<file path="config.mk">
export PLATFORM = sky130hd
export DESIGN_NAME = fw_rule_scheduler_flat
export DESIGN_NICKNAME = d
export VERILOG_FILES = /design/src/rtl/fw_rule_scheduler_if.sv /design/src/rtl/fw_rule_scheduler.sv /design/src/flat_wrapper.sv
export SDC_FILE = /design/constraint.sdc
export NUM_CORES = 2
export LEC_CHECK = 0
export CAP_MARGIN = 0
export CORE_UTILIZATION = 55
export DETAILED_ROUTE_END_ITERATION = 10
export PLACE_DENSITY = 0.73
export SLEW_MARGIN = 20
export SYNTH_ARGS = -nofsm -noshare
export SYNTH_HDL_FRONTEND = slang
export SYNTH_SLANG_ARGS = --single-unit
</file>
<file path="constraint.sdc">
create_clock -name clk -period 13.3 [get_ports clk]
set_clock_uncertainty 0.2 [all_clocks]
set_input_delay 2.66 -clock clk [delete_from_list [all_inputs] [get_ports clk]]
set_output_delay 2.66 -clock clk [all_outputs]
set_load 0.01 [all_outputs]
</file>
<file path="src/rtl/fw_rule_scheduler_if.sv">
`default_nettype none
// ============================================================================
// Module      : fw_rule_scheduler_if
// Description : Parser header fields, rule-table configuration and verdict
//               signals of the firewall rule scheduler.
// Revision    : 1.0 - initial release
// ============================================================================
interface fw_rule_scheduler_if #(
    parameter int AW = 4
);
    logic           hdr_ready;
    logic [15:0]    eth_proto;
    logic [7:0]     ip_proto;
    logic [31:0]    src_ip;
    logic [31:0]    dst_ip;
    logic [15:0]    dst_port;
    logic           is_fragment;
    logic           cfg_we;
    logic [AW-1:0]  cfg_addr;
    logic [169:0]   cfg_wdata;
    logic           cfg_busy;
    logic           verdict_valid;
    logic           verdict_permit;
    logic           verdict_hit;
    logic [AW-1:0]  verdict_rule;
    logic           overrun;

    modport master (
        output hdr_ready, eth_proto, ip_proto, src_ip, dst_ip, dst_port, is_fragment,
        output cfg_we, cfg_addr, cfg_wdata,
        input  cfg_busy, verdict_valid, verdict_permit, verdict_hit, verdict_rule, overrun
    );

    modport slave (
        input  hdr_ready, eth_proto, ip_proto, src_ip, dst_ip, dst_port, is_fragment,
        input  cfg_we, cfg_addr, cfg_wdata,
        output cfg_busy, verdict_valid, verdict_permit, verdict_hit, verdict_rule, overrun
    );
endinterface
`default_nettype wire

</file>
<file path="src/rtl/fw_rule_scheduler.sv">
`default_nettype none
// ============================================================================
// Module      : fw_rule_scheduler
// Description : Scans the firewall rule table one entry per clock against a
//               snapshot of parser header fields; first match wins.
//               Optional statistics counters enabled by FW_STATS_EN.
// Revision    : 1.0 - initial release
// ============================================================================
module fw_rule_scheduler #(
    parameter int RULES          = 16,
    parameter int AW             = 4,
    parameter int DEFAULT_PERMIT = 0,
    parameter int NONIP_PERMIT   = 1
) (
    input  logic                 clk,
    input  logic                 reset_n,
    fw_rule_scheduler_if.slave   bus
`ifdef FW_STATS_EN
    ,
    output logic [31:0]          permit_cnt,
    output logic [31:0]          drop_cnt,
    output logic [15:0]          overrun_cnt
`endif
);

    typedef enum logic [1:0] {
        ST_IDLE = 2'd0,
        ST_SCAN = 2'd1,
        ST_DONE = 2'd2
    } state_t;

    localparam logic [AW-1:0] LAST_IDX   = AW'(RULES - 1);
    localparam logic [15:0]   ETH_IPV4   = 16'h0800;
    localparam logic          DEF_VERDICT   = (DEFAULT_PERMIT != 0);
    localparam logic          NONIP_VERDICT = (NONIP_PERMIT != 0);

    state_t         state;
    state_t         state_nx;
    logic [AW-1:0]  idx;
    logic [AW-1:0]  idx_nx;

    logic           hdr_ready_q;
    logic           rise;

    // Rule table: only the valid bits need reset; payload is don't-care when invalid
    logic [RULES-1:0] rule_valid;
    logic [168:0]     rule_data [RULES];
    logic             wr_en;

    logic [7:0]     snap_ip_proto;
    logic [31:0]    snap_src_ip;
    logic [31:0]    snap_dst_ip;
    logic [15:0]    snap_dport;
    logic           snap_frag;
    logic           snap_load;

    logic [168:0]   cur;
    logic           cur_valid;
    logic           cur_action;
    logic [31:0]    cur_src_ip;
    logic [31:0]    cur_src_mask;
    logic [31:0]    cur_dst_ip;
    logic [31:0]    cur_dst_mask;
    logic [7:0]     cur_proto;
    logic [15:0]    cur_lo;
    logic [15:0]    cur_hi;
    logic           is_l4;
    logic           port_ok;
    logic           match;

    logic           vd_load;
    logic           vd_permit_nx;
    logic           vd_hit_nx;
    logic [AW-1:0]  vd_rule_nx;
    logic           verdict_valid;
    logic           verdict_permit;
    logic           verdict_hit;
    logic [AW-1:0]  verdict_rule;
    logic           overrun;

    assign rise  = bus.hdr_ready & ~hdr_ready_q;
    assign wr_en = bus.cfg_we && (state == ST_IDLE) &&
                   ({{(32-AW){1'b0}}, bus.cfg_addr} < 32'(RULES));

    always_ff @(posedge clk or negedge reset_n) begin
        if (!reset_n) begin
            hdr_ready_q <= 1'b0;
        end else begin
            hdr_ready_q <= bus.hdr_ready;
        end
    end

    always_ff @(posedge clk or negedge reset_n) begin
        if (!reset_n) begin
            rule_valid <= '0;
        end else if (wr_en) begin
            rule_valid[bus.cfg_addr] <= bus.cfg_wdata[169];
        end
    end

    always_ff @(posedge clk) begin
        if (wr_en) begin
            rule_data[bus.cfg_addr] <= bus.cfg_wdata[168:0];
        end
    end

    // Rule under evaluation, unpacked from the stored entry
    assign cur          = rule_data[idx];
    assign cur_valid    = rule_valid[idx];
    assign cur_action   = cur[168];
    assign cur_src_ip   = cur[167:136];
    assign cur_src_mask = cur[135:104];
    assign cur_dst_ip   = cur[103:72];
    assign cur_dst_mask = cur[71:40];
    assign cur_proto    = cur[39:32];
    assign cur_lo       = cur[31:16];
    assign cur_hi       = cur[15:0];

    // Fragments and non-TCP/UDP carry no trustworthy port: only a full-range rule passes
    assign is_l4   = ((snap_ip_proto == 8'd6) || (snap_ip_proto == 8'd17)) && !snap_frag;
    assign port_ok = is_l4 ? ((snap_dport >= cur_lo) && (snap_dport <= cur_hi))
                           : ((cur_lo == 16'h0000) && (cur_hi == 16'hFFFF));
    assign match   = cur_valid
                   && (((snap_src_ip ^ cur_src_ip) & cur_src_mask) == 32'd0)
                   && (((snap_dst_ip ^ cur_dst_ip) & cur_dst_mask) == 32'd0)
                   && ((cur_proto == 8'd0) || (cur_proto == snap_ip_proto))
                   && port_ok;

    always_ff @(posedge clk or negedge reset_n) begin
        if (!reset_n) begin
            state <= ST_IDLE;
            idx   <= '0;
        end else begin
            state <= state_nx;
            idx   <= idx_nx;
        end
    end

    always_comb begin
        state_nx     = state;
        idx_nx       = idx;
        snap_load    = 1'b0;
        vd_load      = 1'b0;
        vd_permit_nx = 1'b0;
        vd_hit_nx    = 1'b0;
        vd_rule_nx   = '0;
        case (state)
            ST_IDLE: begin
                if (rise) begin
                    snap_load = 1'b1;
                    if (bus.eth_proto != ETH_IPV4) begin
                        state_nx     = ST_DONE;
                        vd_load      = 1'b1;
                        vd_permit_nx = NONIP_VERDICT;
                    end else begin
                        state_nx = ST_SCAN;
                        idx_nx   = '0;
                    end
                end
            end
            ST_SCAN: begin
                if (match) begin
                    state_nx     = ST_DONE;
                    vd_load      = 1'b1;
                    vd_permit_nx = cur_action;
                    vd_hit_nx    = 1'b1;
                    vd_rule_nx   = idx;
                end else if (idx == LAST_IDX) begin
                    state_nx     = ST_DONE;
                    vd_load      = 1'b1;
                    vd_permit_nx = DEF_VERDICT;
                end else begin
                    idx_nx = idx + 1'b1;
                end
            end
            ST_DONE: begin
                state_nx = ST_IDLE;
            end
            default: begin
                state_nx = ST_IDLE;
            end
        endcase
    end

    always_ff @(posedge clk or negedge reset_n) begin
        if (!reset_n) begin
            snap_ip_proto <= '0;
            snap_src_ip   <= '0;
            snap_dst_ip   <= '0;
            snap_dport    <= '0;
            snap_frag     <= 1'b0;
        end else if (snap_load) begin
            snap_ip_proto <= bus.ip_proto;
            snap_src_ip   <= bus.src_ip;
            snap_dst_ip   <= bus.dst_ip;
            snap_dport    <= bus.dst_port;
            snap_frag     <= bus.is_fragment;
        end
    end

    always_ff @(posedge clk or negedge reset_n) begin
        if (!reset_n) begin
            verdict_permit <= 1'b0;
            verdict_hit    <= 1'b0;
            verdict_rule   <= '0;
            overrun        <= 1'b0;
        end else begin
            overrun <= rise && (state != ST_IDLE);
            if (vd_load) begin
                verdict_permit <= vd_permit_nx;
                verdict_hit    <= vd_hit_nx;
                verdict_rule   <= vd_rule_nx;
            end
        end
    end

    assign verdict_valid      = (state == ST_DONE);
    assign bus.cfg_busy       = (state != ST_IDLE);
    assign bus.verdict_valid  = verdict_valid;
    assign bus.verdict_permit = verdict_permit;
    assign bus.verdict_hit    = verdict_hit;
    assign bus.verdict_rule   = verdict_rule;
    assign bus.overrun        = overrun;

`ifdef FW_STATS_EN
    always_ff @(posedge clk or negedge reset_n) begin
        if (!reset_n) begin
            permit_cnt  <= '0;
            drop_cnt    <= '0;
            overrun_cnt <= '0;
        end else begin
            if (verdict_valid && verdict_permit && (permit_cnt != '1)) begin
                permit_cnt <= permit_cnt + 32'd1;
            end
            if (verdict_valid && !verdict_permit && (drop_cnt != '1)) begin
                drop_cnt <= drop_cnt + 32'd1;
            end
            if (overrun && (overrun_cnt != '1)) begin
                overrun_cnt <= overrun_cnt + 16'd1;
            end
        end
    end
`endif

endmodule
`default_nettype wire
</file>
<file path="src/flat_wrapper.sv">
// flat-port wrapper written by rule: the top's interface ports become plain ports
module fw_rule_scheduler_flat 
#(
    parameter int RULES          = 16,
    parameter int AW             = 4,
    parameter int DEFAULT_PERMIT = 0,
    parameter int NONIP_PERMIT   = 1
)
  (clk, reset_n, bus_hdr_ready, bus_eth_proto, bus_ip_proto, bus_src_ip, bus_dst_ip, bus_dst_port, bus_is_fragment, bus_cfg_we, bus_cfg_addr, bus_cfg_wdata, bus_cfg_busy, bus_verdict_valid, bus_verdict_permit, bus_verdict_hit, bus_verdict_rule, bus_overrun);
  fw_rule_scheduler_if #(.AW(AW)) bus_i ();
  input  logic clk;
  input  logic reset_n;
  input wire logic [$bits(bus_i.hdr_ready)-1:0] bus_hdr_ready;
  input wire logic [$bits(bus_i.eth_proto)-1:0] bus_eth_proto;
  input wire logic [$bits(bus_i.ip_proto)-1:0] bus_ip_proto;
  input wire logic [$bits(bus_i.src_ip)-1:0] bus_src_ip;
  input wire logic [$bits(bus_i.dst_ip)-1:0] bus_dst_ip;
  input wire logic [$bits(bus_i.dst_port)-1:0] bus_dst_port;
  input wire logic [$bits(bus_i.is_fragment)-1:0] bus_is_fragment;
  input wire logic [$bits(bus_i.cfg_we)-1:0] bus_cfg_we;
  input wire logic [$bits(bus_i.cfg_addr)-1:0] bus_cfg_addr;
  input wire logic [$bits(bus_i.cfg_wdata)-1:0] bus_cfg_wdata;
  output wire logic [$bits(bus_i.cfg_busy)-1:0] bus_cfg_busy;
  output wire logic [$bits(bus_i.verdict_valid)-1:0] bus_verdict_valid;
  output wire logic [$bits(bus_i.verdict_permit)-1:0] bus_verdict_permit;
  output wire logic [$bits(bus_i.verdict_hit)-1:0] bus_verdict_hit;
  output wire logic [$bits(bus_i.verdict_rule)-1:0] bus_verdict_rule;
  output wire logic [$bits(bus_i.overrun)-1:0] bus_overrun;
  assign bus_i.hdr_ready = bus_hdr_ready;
  assign bus_i.eth_proto = bus_eth_proto;
  assign bus_i.ip_proto = bus_ip_proto;
  assign bus_i.src_ip = bus_src_ip;
  assign bus_i.dst_ip = bus_dst_ip;
  assign bus_i.dst_port = bus_dst_port;
  assign bus_i.is_fragment = bus_is_fragment;
  assign bus_i.cfg_we = bus_cfg_we;
  assign bus_i.cfg_addr = bus_cfg_addr;
  assign bus_i.cfg_wdata = bus_cfg_wdata;
  assign bus_cfg_busy = bus_i.cfg_busy;
  assign bus_verdict_valid = bus_i.verdict_valid;
  assign bus_verdict_permit = bus_i.verdict_permit;
  assign bus_verdict_hit = bus_i.verdict_hit;
  assign bus_verdict_rule = bus_i.verdict_rule;
  assign bus_overrun = bus_i.overrun;
  fw_rule_scheduler #(.RULES(RULES), .AW(AW), .DEFAULT_PERMIT(DEFAULT_PERMIT), .NONIP_PERMIT(NONIP_PERMIT)) u_core (.clk(clk), .reset_n(reset_n), .bus(bus_i));
endmodule
</file>
==> metrics.log <==
INFO  metric syn-num-nets = about 5600
INFO  metric grt_start_max_net_pins = 127
INFO  metric timing.slew.headroom = 20.8%
INFO  metric die_h = 448 um
INFO  metric chipWidth = 448 um
INFO  metric cts_buffers = 299
INFO  metric clock-sinks = 2823
INFO  metric power.share.sequential = 53.5%
INFO  metric internal_power = 14.9 mW
INFO  metric final_net_count = 6002
INFO  metric cts_tree = built
INFO  metric worst_ep_required_time = 13860 ps
INFO  metric cts.root.buffer_cell = clkbuf_16
INFO  metric design.portCount = between 200 and 300
INFO  metric timing.max_cap.violations = 0
INFO  metric rsz0062_at_grt = no
INFO  metric synth_top_area_share = between 70% and 80%
INFO  metric seq_area_frac_synth = around three quarters
INFO  metric p_leak = 40.6 nW
INFO  metric ir_worst_vdd = 0.137 mV
INFO  metric rr_worst_depth = 13
INFO  metric post_route_cells_drive_above_1_share = 18.7%
INFO  metric hold_path_class = reg2reg
INFO  metric cts.reportedPaths.clkPinSlew = 60 ps
INFO  metric whs_path_depth = 1
INFO  metric power_frac_clock = between 40% and 50%
INFO  metric finalSetupTns = 0 ps
INFO  metric post_synthesis_cell_type_with_the_largest_combined_area = edfxtp_1
INFO  metric cpLargestDelayFamily = buffers and inverters
INFO  metric critical_path_class = reg2reg
INFO  metric ys_seq_elements = 2823
INFO  metric router_iterations_before_antenna_repair = 6
INFO  metric postCtsSetupRepairBufs = 0
INFO  metric starting_utilization_of_the_core_area = 55.4%
INFO  metric worstPathBufferInverterCount = 3
INFO  metric detail_route.vias_per_cell = between 6 and 7
INFO  metric detailedPlace.worstSlack = 6290 ps
INFO  metric synth-warning-count = 0
INFO  metric layout-area-overhead-vs-synth = 13.7%
INFO  metric crit_path_max_fanout = between 100 and 150
INFO  metric crit_path_top_delay_cell = dfrtp_4
INFO  metric initial_antenna_violation_count = 36
INFO  metric comb_power_share = between 4 and 5%
INFO  metric final_cell_area = 124000 um2
INFO  metric globalRouteTotalUtil = 26.3%
INFO  metric start_kind = register
INFO  metric placed_cell_area = 115000 um2
INFO  metric die-area = 201000 um2
INFO  metric postCtsResizedCells = 0
INFO  metric synthTopCellsByArea = edfxtp_1, mux4_2, xor2_1
INFO  metric grt_first_pass_wirelength = 380000 um
INFO  metric final-setup-viol-count = 0
INFO  metric wl_per_cell = around 31 um
INFO  metric p_sw = 4.01 mW
INFO  metric number_of_drc_markers_in_iteration_0 = 6251
INFO  metric drc = 0
INFO  metric port_buffers = about 290
INFO  metric placement_rows = 163
INFO  metric postSynthAreaPerCell = 20.8 um2
INFO  metric insertion_delay = 940 ps
INFO  metric netlist_area_before_placement = 109000 um2
INFO  metric antenna_violating_nets_post_route = 0
INFO  metric power-per-cell-area = approximately 150 nW/um2
INFO  metric wirelength = 262000 um
INFO  metric finalMaxSlewViolations = 0
INFO  metric dr_total_vias = 54300
INFO  metric critical_path.most_common_cell = buf_12
INFO  metric synthArstFlopShare = 4.22%
INFO  metric layout_min_cycle_time = slightly below 7000 ps
INFO  metric hold_viol = 0
INFO  metric critPathMaxStageDelay = 1050 ps
INFO  metric p_sw_share = a little over a fifth
INFO  metric end_kind = register
INFO  metric dpl.hpwl = 148000 um
INFO  metric timing.critical_path.depth = 13
INFO  metric critPathArrivalTime = between 7000 and 8000 ps
INFO  metric globalRouteOverflowTotal = 0
INFO  metric gpl.final_weighted_congestion = 0.822
INFO  metric clock_tree.htree_level_count = 5
INFO  metric cts.path.max_buffers = 4
INFO  metric synth-edff-count = 2704
INFO  metric design.core.area = 197000 um2
INFO  metric timing.final.crit_share = 52.3%
INFO  metric achievable-frequency = 0.144 GHz
INFO  metric run_status = finished, final reports clean
INFO  metric worst_slack_setup_final = between 6000 and 7000 ps
INFO  metric grt_pass1_vias = 55500
INFO  metric synth.distinct_cells = 80
INFO  metric worst_pin_slew = approximately 1200 ps
INFO  metric crit_path_cell_trace = buf_12, buf_4, buf_12, mux4_2, xor2_1, a222oi_1, o21ai_0, nor4_1, nand3_1, o31ai_2, nand4_2, a21o_1, a221o_1
INFO  metric synthesis.instances = 5268
INFO  metric synthFlopType = edfxtp_1
INFO  metric post_cts_hold_buffer_count = 0
Yosys cell counts, drive strengths merged (25+ instances only):
library cell and count:
a21oi 56, a221oi 88, a222oi 28, a22oi 67, a31oi 38, and3 25
buf 170, clkbuf 95, dfrtp 119, edfxtp 2704, ha 33, inv 40
mux2 132, mux2i 145, mux4 460, nand2 113, nand3 49, nand4 32
nor2 62, nor3 36, o21ai 56, xnor2 54, xor2 439
path summary, 6_finish.rpt:
| path | from | to | slack, ps |
|---|---|---|---|
| setup / recovery | u_core.idx[1] | u_core.bus.verdict_permit | 6350 |
| hold / removal | u_core.snap_dst_ip[22] | u_core.snap_dst_ip[22] | 310 |
| setup reg to reg | u_core.idx[1] | u_core.bus.verdict_permit | 6350 |
| hold reg to reg | u_core.snap_dst_ip[22] | u_core.snap_dst_ip[22] | 310 |
| max in group asynchronous | reset_n | u_core.idx[1] | 10100 |
| min in group asynchronous | reset_n | u_core.rule_valid[14] | 1470 |
kinds of logic after synthesis:
group | after synthesis | share of synthesized area (%)
DFF | 2823 | 76.9
muxes | 737 | 12.2
xor gates and xnor gates | 493 | 3.95
AOI/OAI and AO/OA | 482 | 3.26
and+or+nand+nor | 393 | 1.81
buffers and inverters | 307 | 1.46
adders and majority gates | 33 | 0.377
layout make-up:
| cell class | count | area [um2] |
|---|---|---|
| Antenna cell | 15 | 37.5 |
| Clock inverter | 117 | 1040 |
| Clock buffer | 403 | 8160 |
| Sequential cell | 2823 | 84200 |
| Fill cell | 13200 | 73000 |
| Timing Repair Buffer | 382 | 3760 |
| Multi-Input combinational cell | 2138 | 23800 |
| Inverter | 42 | 161 |
| Tap cell | 2640 | 3300 |
stage by stage:
step                instances  hold WS, ps  utilization, %  total power [mW]
detailed placement       8025          295            58.3              11.2
finish                   8560          307            63.0              18.9
global route             8557          323            63.0              19.4
floorplan                5268          275               -              10.7
CTS                      8545          307            63.0              19.0
global placement         8025          284            58.3              11.1
worst register-to-register path, delay by kind of cell, from the launching register on:
family                 cells  cell delay (ps)
AO/OA/AOI/OAI              5             1640
XOR/XNOR                   1              160
buffers and inverters      3             1930
flip-flops                 1             1050
multiplexers               1              680
AND/OR/NAND/NOR            3             1190
state kept, by name (all words and copies together) (netlist names):
register and count:
u_core.rule_data 2704, u_core.snap_dst_ip 32, u_core.snap_src_ip 32, u_core.rule_valid 16
u_core.snap_dport 16, u_core.snap_ip_proto 8, u_core.bus.verdict_rule 4, u_core.idx 4
u_core.state 2, u_core.bus.overrun 1, u_core.bus.verdict_hit 1, u_core.bus.verdict_permit 1
u_core.hdr_ready_q 1, u_core.snap_frag 1
placed cells by master, fill, tap and decap left out, types with 11 or more instances in the layout:
cell type        count
edfxtp_1          2704
mux4_2             448
xor2_1             439
clkbuf_16          305
clkdlybuf4s50_1    290
mux2i_1            145
mux2_2             132
dfrtp_1            115
nand2_1            112
a221oi_1            87
clkbuf_1            82
buf_4               78
a22oi_1             67
a21oi_1             56
xnor2_1             54
o21ai_0             53
nor2_1              49
nand3_1             49
clkinv_1            45
clkinv_2            40
a31oi_1             38
inv_1               37
ha_1                33
nand4_1             31
nor3_1              31
a222oi_1            28
and3_1              25
o22ai_1             23
nor4_1              20
bufinv_16           18
o221ai_1            17
clkbuf_8            17
diode_2             15
nor2_4              13
nand2b_1            13
buf_12              13
mux4_1              12
o211ai_1            12
a21o_1              11
power groups by stage:
stage          sequential (mW)  clock, mW  combinational [mW]
5_1_grt                   10.1       8.36               0.934
4_1_cts                   10.1       8.02               0.876
3_5_place_dp              10.3          0               0.868
6_report                  10.1       7.92               0.869
3_3_place_gp              10.3          0               0.848
2_1_floorplan             10.2          0               0.530
layer usage:
metal  global-route usage (%)  vias up  share of wire [%]
met5                        0        -              0.019
met3                     3.60      451                6.9
met4                     9.16        8                3.1
met1                     36.0    28900                 39
met2                     43.8     2492                 51
li1                         -    22500                  -
(Power assumes the default switching activity.)
